==> config.mk <==
export PLATFORM = sky130hd
export DESIGN_NAME = bin_to_bcd_seq_flat
export DESIGN_NICKNAME = d
export VERILOG_FILES = /design/src/rtl/bin_to_bcd_seq_pkg.sv /design/src/rtl/bin_to_bcd_seq_if.sv /design/src/rtl/bin_to_bcd_seq_add3_digit.sv /design/src/rtl/bin_to_bcd_seq.sv /design/src/flat_wrapper.sv
export SDC_FILE = /design/constraint.sdc
export NUM_CORES = 1
export LEC_CHECK = 0
export ABC_AREA = 1
export ABC_CLOCK_PERIOD_IN_PS = 2000
export BUFFER_PORTS_ARGS = -buffer_cell sky130_fd_sc_hd__buf_2
export CELL_PAD_IN_SITES_DETAIL_PLACEMENT = 1
export CELL_PAD_IN_SITES_GLOBAL_PLACEMENT = 1
export CORE_MARGIN = 8
export CORE_UTILIZATION = 44
export CTS_CLUSTER_SIZE = 14
export DETAILED_ROUTE_END_ITERATION = 16
export PLACE_DENSITY = 0.84
export SLEW_MARGIN = 25
export SYNTH_ARGS = -nofsm -noshare
export SYNTH_HDL_FRONTEND = slang
export SYNTH_HIERARCHICAL = 1
export SYNTH_SLANG_ARGS = --single-unit
==> constraint.sdc <==
create_clock -name clk -period 2 [get_ports clk]
set_input_delay 0.1 -clock clk [delete_from_list [all_inputs] [get_ports clk]]
set_output_delay 0.1 -clock clk [all_outputs]
set_load 0.01 [all_outputs]
==> src/rtl/bin_to_bcd_seq_pkg.sv <==
// Shared definitions for the sequential binary-to-BCD converter.
//   - FSM state encoding (IDLE / SHIFT / DONE)
//   - cnt_width(): width of the bit counter, $clog2(BIN_W+1)
//   - max_value(): largest value representable in DIGITS BCD digits, 10^DIGITS-1
package bin_to_bcd_seq_pkg;

    localparam logic [1:0] ST_IDLE  = 2'd0;
    localparam logic [1:0] ST_SHIFT = 2'd1;
    localparam logic [1:0] ST_DONE  = 2'd2;

    function automatic int cnt_width(input int bin_w);
        return $clog2(bin_w + 1);
    endfunction

    // Valid for digits <= 19 so the result fits in 64 bits.
    function automatic logic [63:0] max_value(input int digits);
        logic [63:0] v;
        v = 64'd1;
        for (int i = 0; i < digits; i++) begin
            v = v * 64'd10;
        end
        return v - 64'd1;
    endfunction

endpackage

==> src/rtl/bin_to_bcd_seq_if.sv <==
// Conversion interface for bin_to_bcd_seq.
// Handshake: the requester raises start with bin valid; it is accepted on any
// rising edge where the converter is not busy (IDLE or DONE). busy stays high
// for BIN_W cycles, then done pulses for exactly one cycle with bcd/overflow
// already updated. start while busy is ignored; bcd/overflow hold between
// conversions.
// Signals:
//   start    request a conversion (master -> slave)
//   bin      unsigned binary input, BIN_W bits (master -> slave)
//   busy     conversion in progress (slave -> master)
//   done     one-cycle completion pulse (slave -> master)
//   bcd      packed BCD result, digit i at [4i+3:4i] (slave -> master)
//   overflow input exceeded 10^DIGITS-1, bcd saturated to all nines
//   state    FSM state, debug visibility only
interface bin_to_bcd_seq_if #(
    parameter int BIN_W  = 8,
    parameter int DIGITS = 3
);
    logic                  start;
    logic [BIN_W-1:0]      bin;
    logic                  busy;
    logic                  done;
    logic [4*DIGITS-1:0]   bcd;
    logic                  overflow;
    logic [1:0]            state;

    modport master (
        output start, bin,
        input  busy, done, bcd, overflow, state
    );

    modport slave (
        input  start, bin,
        output busy, done, bcd, overflow, state
    );
endinterface

==> src/rtl/bin_to_bcd_seq_add3_digit.sv <==
// Double-dabble correction for one BCD digit: adds 3 when the digit is >= 5,
// so that the following left shift carries correctly into the next digit.
// Ports:
//   digit  4-bit scratch digit before the shift
//   fixed  corrected digit
module bcd_add3_digit (
    input  logic [3:0] digit,
    output logic [3:0] fixed
);
    assign fixed = (digit >= 4'd5) ? (digit + 4'd3) : digit;
endmodule

==> src/rtl/bin_to_bcd_seq.sv <==
// Sequential binary-to-BCD converter (shift-and-add-3, one bit per clock).
// Feeds the per-digit BCD-to-7-segment decoders of the parking display.
// Ports:
//   clk    system clock, rising edge
//   reset  synchronous active-high reset
//   bus    bin_to_bcd_seq_if slave: start/bin in, busy/done/bcd/overflow/state out
module bin_to_bcd_seq
    import bin_to_bcd_seq_pkg::*;
#(
    parameter int BIN_W  = 8,
    parameter int DIGITS = 3
) (
    input  logic              clk,
    input  logic              reset,
    bin_to_bcd_seq_if.slave   bus
);
    localparam int          CW    = cnt_width(BIN_W);
    localparam int          SW    = 4 * DIGITS;
    localparam logic [63:0] MAX_V = max_value(DIGITS);

    logic [1:0]       state;
    logic [BIN_W-1:0] shreg;
    logic [SW-1:0]    scratch;
    logic [SW-1:0]    scratch_adj;
    logic [SW-1:0]    scratch_next;
    logic [CW-1:0]    cnt;
    logic             ovf_pend;
    logic [SW-1:0]    bcd_q;
    logic             ovf_q;

    // All digits are corrected in parallel on the pre-shift scratch value.
    for (genvar d = 0; d < DIGITS; d++) begin : g_digit
        bcd_add3_digit u_add3 (
            .digit (scratch[4*d +: 4]),
            .fixed (scratch_adj[4*d +: 4])
        );
    end

    // Carry out of the top digit is dropped; it can only occur on overflow,
    // which is handled by saturation instead.
    assign scratch_next = {scratch_adj[SW-2:0], shreg[BIN_W-1]};

    always_ff @(posedge clk) begin
        if (reset) begin
            state    <= ST_IDLE;
            shreg    <= '0;
            scratch  <= '0;
            cnt      <= '0;
            ovf_pend <= 1'b0;
            bcd_q    <= '0;
            ovf_q    <= 1'b0;
        end else begin
            case (state)
                ST_IDLE, ST_DONE: begin
                    // DONE accepts start too, giving back-to-back conversions.
                    if (bus.start) begin
                        shreg    <= bus.bin;
                        scratch  <= '0;
                        cnt      <= CW'(BIN_W);
                        ovf_pend <= (64'(bus.bin) > MAX_V);
                        state    <= ST_SHIFT;
                    end else begin
                        state    <= ST_IDLE;
                    end
                end
                ST_SHIFT: begin
                    scratch <= scratch_next;
                    shreg   <= shreg << 1;
                    cnt     <= cnt - CW'(1);
                    if (cnt == CW'(1)) begin
                        // Outputs are loaded on the edge entering DONE so they
                        // are already valid while done is high.
                        state <= ST_DONE;
                        bcd_q <= ovf_pend ? {DIGITS{4'h9}} : scratch_next;
                        ovf_q <= ovf_pend;
                    end
                end
                default: state <= ST_IDLE;
            endcase
        end
    end

    assign bus.busy     = (state == ST_SHIFT);
    assign bus.done     = (state == ST_DONE);
    assign bus.bcd      = bcd_q;
    assign bus.overflow = ovf_q;
    assign bus.state    = state;

endmodule

==> src/flat_wrapper.sv <==
// flat-port wrapper written by rule: the top's interface ports become plain ports
module bin_to_bcd_seq_flat import bin_to_bcd_seq_pkg::*;
#(
    parameter int BIN_W  = 8,
    parameter int DIGITS = 3
)
  (clk, reset, bus_start, bus_bin, bus_busy, bus_done, bus_bcd, bus_overflow, bus_state);
  bin_to_bcd_seq_if #(.BIN_W(BIN_W), .DIGITS(DIGITS)) bus_i ();
  input  logic clk;
  input  logic reset;
  input wire logic [$bits(bus_i.start)-1:0] bus_start;
  input wire logic [$bits(bus_i.bin)-1:0] bus_bin;
  output wire logic [$bits(bus_i.busy)-1:0] bus_busy;
  output wire logic [$bits(bus_i.done)-1:0] bus_done;
  output wire logic [$bits(bus_i.bcd)-1:0] bus_bcd;
  output wire logic [$bits(bus_i.overflow)-1:0] bus_overflow;
  output wire logic [$bits(bus_i.state)-1:0] bus_state;
  assign bus_i.start = bus_start;
  assign bus_i.bin = bus_bin;
  assign bus_busy = bus_i.busy;
  assign bus_done = bus_i.done;
  assign bus_bcd = bus_i.bcd;
  assign bus_overflow = bus_i.overflow;
  assign bus_state = bus_i.state;
  bin_to_bcd_seq #(.BIN_W(BIN_W), .DIGITS(DIGITS)) u_core (.clk(clk), .reset(reset), .bus(bus_i));
endmodule
Word-level counts from Yosys, hierarchy flattened
Index checks and enable logic that the tools add are counted.
- $add $sub $neg: 4
- $lt $le $gt $ge: 3
- equality and inequality tests: 5
- multiplexer cells: 12
- reductions and logical operators: 5
- operators with widths (cell ; count):
    $pmux 12 s2 ; 1
    $pmux 8 s2 ; 1
    $ge 4x3->1 const B ; 3
    $mux 12 ; 1
    $mux 4 ; 3
    $add 4x2->4 const B ; 2
    $mux 8 ; 1
    $pmux 4 s2 ; 1
    $eq 4x1->1 const B ; 1
    $pmux 2 s2 ; 1
    $reduce_and 2->1 ; 2
    $sub 4x1->4 const B ; 1
    $add 3x2->3 const B ; 1
    $mux 3 ; 1
    $eq 2x1->1 const B ; 1
    $eq 2x2->1 const B ; 1
    $logic_not 2->1 ; 1
    $mux 2 ; 1
    $ne 2x1->1 const B ; 1
    $ne 2x2->1 const B ; 1
    $reduce_bool 2->1 ; 1
    $reduce_or 2->1 ; 1
    $mux 1 ; 1
- bits in registers: 38
- bits of input ports: 11
- output and inout bits: 17
- logic and storage cells: 34

Logic depth before layout (Yosys ltp)
- depth in word-level cells: 4
- gate-level depth with buffers: 9
- depth with buffers taken out: 9

By module
Netlist, hierarchy kept.
- by module, submodules not included (module ; instances ; cells an instance ; area an instance (um^2) ; sequential area each (um^2)):
    bin_to_bcd_seq ; 1 ; 233 ; 1757.9 ; 760.7
    bcd_add3_digit ; 3 ; 23 ; 135.1 ; 0.0

Least setup slack after synthesis
OpenSTA, ideal clock, no wires.
- kind: reg2reg
- start point: reg u_core.scratch[4]
- end point: reg u_core.scratch[6]
- library setup time: 0.138 ns
- data arrival time: 1.095 ns
- data required time: 1.862 ns
- slack: 0.767 ns
- stages on the path, launching flop included: 9
- path buffers: 0
- clock period less this slack: 1.233 ns
- path through: dfxtp_1 inv_1 ha_1 nor2_4 nor2_4 nand2_1 o21ai_2 nand2_1 a21oi_2
- word-level cells in the longest chain between the ends: 3
- elaborated cells on any way between the ends: 4
- those cells by class: add/sub: 1; order compare: 1; mux: 2
- RTL lines (element ; RTL line ; source):
    start, declared ; bin_to_bcd_seq.sv:23 ; logic [SW-1:0] scratch;
    start signal, assigned ; bin_to_bcd_seq.sv:67 ; scratch <= scratch_next;
    $add 4x2->4 or $ge 4x3->1 (tied branches) ; bin_to_bcd_seq_add3_digit.sv:10 ; assign fixed = (digit >= 4'd5) ? (digit + 4'd3) : digit;
    $mux 4 * ; bin_to_bcd_seq_add3_digit.sv:10 ;
    named net u_core.scratch_adj[5] ; bin_to_bcd_seq.sv:24 ; logic [SW-1:0] scratch_adj;
    $pmux 12 s2 * ; bin_to_bcd_seq.sv:53 ; case (state)
The timed path passes the listed nets; every way through them passes the cells marked *.
A chain may end at the register's enable or synchronous reset.

Worst setup path in the final report
- start point: reg u_core.state[1] (netlist: u_core/bus.state[1])
- end point: reg u_core.bcd_q[2] (netlist: u_core/bus.bcd[2])
- word-level cells in the longest chain between the ends: 2
- RTL lines (element ; RTL line ; source):
    start, declared ; bin_to_bcd_seq.sv:21 ; logic [1:0] state;
    start signal, assigned ; bin_to_bcd_seq.sv:45 ; state <= ST_IDLE;
    start signal, assigned ; bin_to_bcd_seq.sv:61 ; state <= ST_SHIFT;
    start signal, assigned ; bin_to_bcd_seq.sv:63 ; state <= ST_IDLE;
    $eq 2x1->1 ; bin_to_bcd_seq.sv:53 ;
    $reduce_and 2->1 (no line) ; n/a ;
    end signal, assigned ; bin_to_bcd_seq.sv:74 ; bcd_q <= ovf_pend ? {DIGITS{4'h9}} : scratch_next;
    end, declared ; bin_to_bcd_seq.sv:28 ; logic [SW-1:0] bcd_q;
No other way between the ends.

==> impl_metrics.json <==
{
  "outcome": "complete, no violations",
  "multi_input_area_mm2": 0.00109,
  "grt_pass1_vias": 2041,
  "synthCells": 297,
  "leakage_uw": 0.000986,
  "crit_path_end_kind": "register",
  "antenna_found_initial": 0,
  "r2r_slack_ns": 0.48,
  "grt_pass1_wl_um": 9470,
  "drt_iter0_markers": 73,
  "vias_per_cell": 5.17,
  "cts_tree": "yes",
  "finalCritPeriodShare_pct": 75.8,
  "seq_area_um2": 761,
  "hold_viol": 0,
  "wl_met2_um": 2710,
  "wl_per_cell_um": 14.4,
  "power.density_mw_per_mm2": 649,
  "grt_max_degree": 26,
  "cap_violations": 0,
  "setup_viol": 0,
  "start_util_pct": 45.5,
  "drc": 0,
  "yosysWarningCount": 6,
  "path_clk_slew_ns": 0.07,
  "wl_um": 5320,
  "cts-root-buf": "clkbuf_8",
  "worstPathMaxFanout": 24,
  "gp_congestion": 0.788,
  "die_w_um": 85.7,
  "coreArea_mm2": 0.00469,
  "crit_required_ns": 2.17,
  "die-height_um": 85.7,
  "ant_nets": 0,
  "syn-cell-area_mm2": 0.00214,
  "arrival_ns": 1.69,
  "totalPowerFinal_uw": 1500,
  "cts_hold_buf": 0,
  "rsz0062_at_grt": "no",
  "syn_to_final_growth_pct": 8.08,
  "drt-met1-wl_um": 2360,
  "fmax_mhz": 659,
  "synth.avg_cell_area_um2": 7.20,
  "critPathKind": "register to register",
  "postCtsSetupBuffers": 0,
  "port_buffers": 26,
  "die_area_mm2": 0.00734,
  "grt_use_total_pct": 15.8,
  "vdd_drop_max_v": 0.000260,
  "max-clock-path-buffers": 2,
  "finalCriticalPeriod_ns": 1.52,
  "hold_path.class": "input pin to register",
  "detailed_place_hpwl_um": 3820,
  "overflow": 0,
  "layout.nets": 336,
  "vias": 1914,
  "routed.top_layer": "met4",
  "cts_max_level": 2,
  "skew_ns": 0.00454,
  "drive_above_1_share_pct": 21.5,
  "syn_nets": 316,
  "cts_buffers": 5,
  "wl_met3_um": 155,
  "final-max-slew-violation-count": 0,
  "rows": 25,
  "diodes": 0,
  "cts.sinks": 38,
  "ios": 28,
  "cts_resized": 0,
  "dr.pass1.iters": 4,
  "clock_latency_ns": 0.29,
  "n_fill_cell": 647,
  "worstSetupStartpointType": "register",
  "fin_tns_setup_ns": 0
}
==> final cells by class <==
type	count	area share (%)
Tap cell	54	2.93
Sequential cell	38	32.9
Multi-Input combinational cell	204	47.3
Clock buffer	6	3.58
Timing Repair Buffer	28	6.28
Inverter	40	6.93
==> metrics by stage <==
step | area [µm²] | setup WS, ns | utilization [%] | instances | hold WS [ns]
CTS | 2310 | 0.485 | 49.2 | 370 | 0.125
detailed placement | 2230 | 0.547 | 47.5 | 364 | 0.438
global placement | 2230 | 0.568 | 47.5 | 364 | 0.386
floorplan | 2140 | 0.767 | - | 297 | 0.264
global route | 2310 | 0.349 | 49.2 | 370 | 0.119
finish | 2310 | 0.483 | 49.2 | 370 | 0.119
==> worst paths after layout <==
| kind | endpoint | cells after the start | start |
|---|---|---|---|
| worst min-delay path | u_core/shreg[0]$_SDFFE_PP0P_ | 3 | bus_bin[0] |
| worst min register to register | u_core/shreg[1]$_SDFFE_PP0P_ | 2 | u_core/shreg[1]$_SDFFE_PP0P_ |
| worst max register to register | u_core/bus.bcd[2]$_SDFFE_PP0P_ | 6 | u_core/bus.state[1]$_SDFFE_PP0P_ |
| worst max-delay path | u_core/bus.bcd[2]$_SDFFE_PP0P_ | 6 | u_core/bus.state[1]$_SDFFE_PP0P_ |
==> sequential cells by signal, summed over array words and instances, names as in the netlist <==
| signal | count |
|---|---|
| u_core/cnt | 4 |
| u_core/bus.state | 2 |
| u_core/shreg | 8 |
| u_core/scratch | 12 |
| u_core/bus.bcd | 12 |
==> routing by layer <==
layer	up-vias	global-route usage, %
met1	913	17.5
met2	21	28.3
met3	10	4.01
met5	-	0
met4	0	6.21
li1	970	-
==> placed cells by master, fill, tap and decap left out <==
| master | n |
|---|---|
| nand2_1 | 65 |
| nand3_1 | 54 |
| dfxtp_1 | 38 |
| inv_1 | 34 |
| buf_2 | 26 |
| nor2_1 | 26 |
| a21oi_1 | 16 |
| a21oi_2 | 10 |
| ha_1 | 8 |
| nor2_4 | 7 |
| clkbuf_8 | 6 |
| o21ai_0 | 5 |
| inv_2 | 3 |
| nand2_2 | 3 |
| o21ai_2 | 3 |
| buf_4 | 2 |
| inv_4 | 2 |
| nand2_4 | 2 |
| inv_6 | 1 |
| nor2_8 | 1 |
| nand4_1 | 1 |
| nor2_2 | 1 |
| or2_2 | 1 |
| conb_1 | 1 |
==> worst max-delay path, cell delays in order, from the launching register on <==
cell     delay [ns]
dfxtp_1        0.39
inv_4          0.16
nand2_4        0.19
nor2_4         0.35
inv_4          0.14
nand2_1        0.10
nand2_1        0.06
==> report_power, final <==
part	internal (µW)	switching [µW]	leakage, µW	total [µW]
sequential	779	17.0	0.000308	796
combinational	54.5	124	0.000634	179
clock	266	258	0.0000431	524
total	1100	399	0.000986	1500
(Power assumes the default switching activity.)
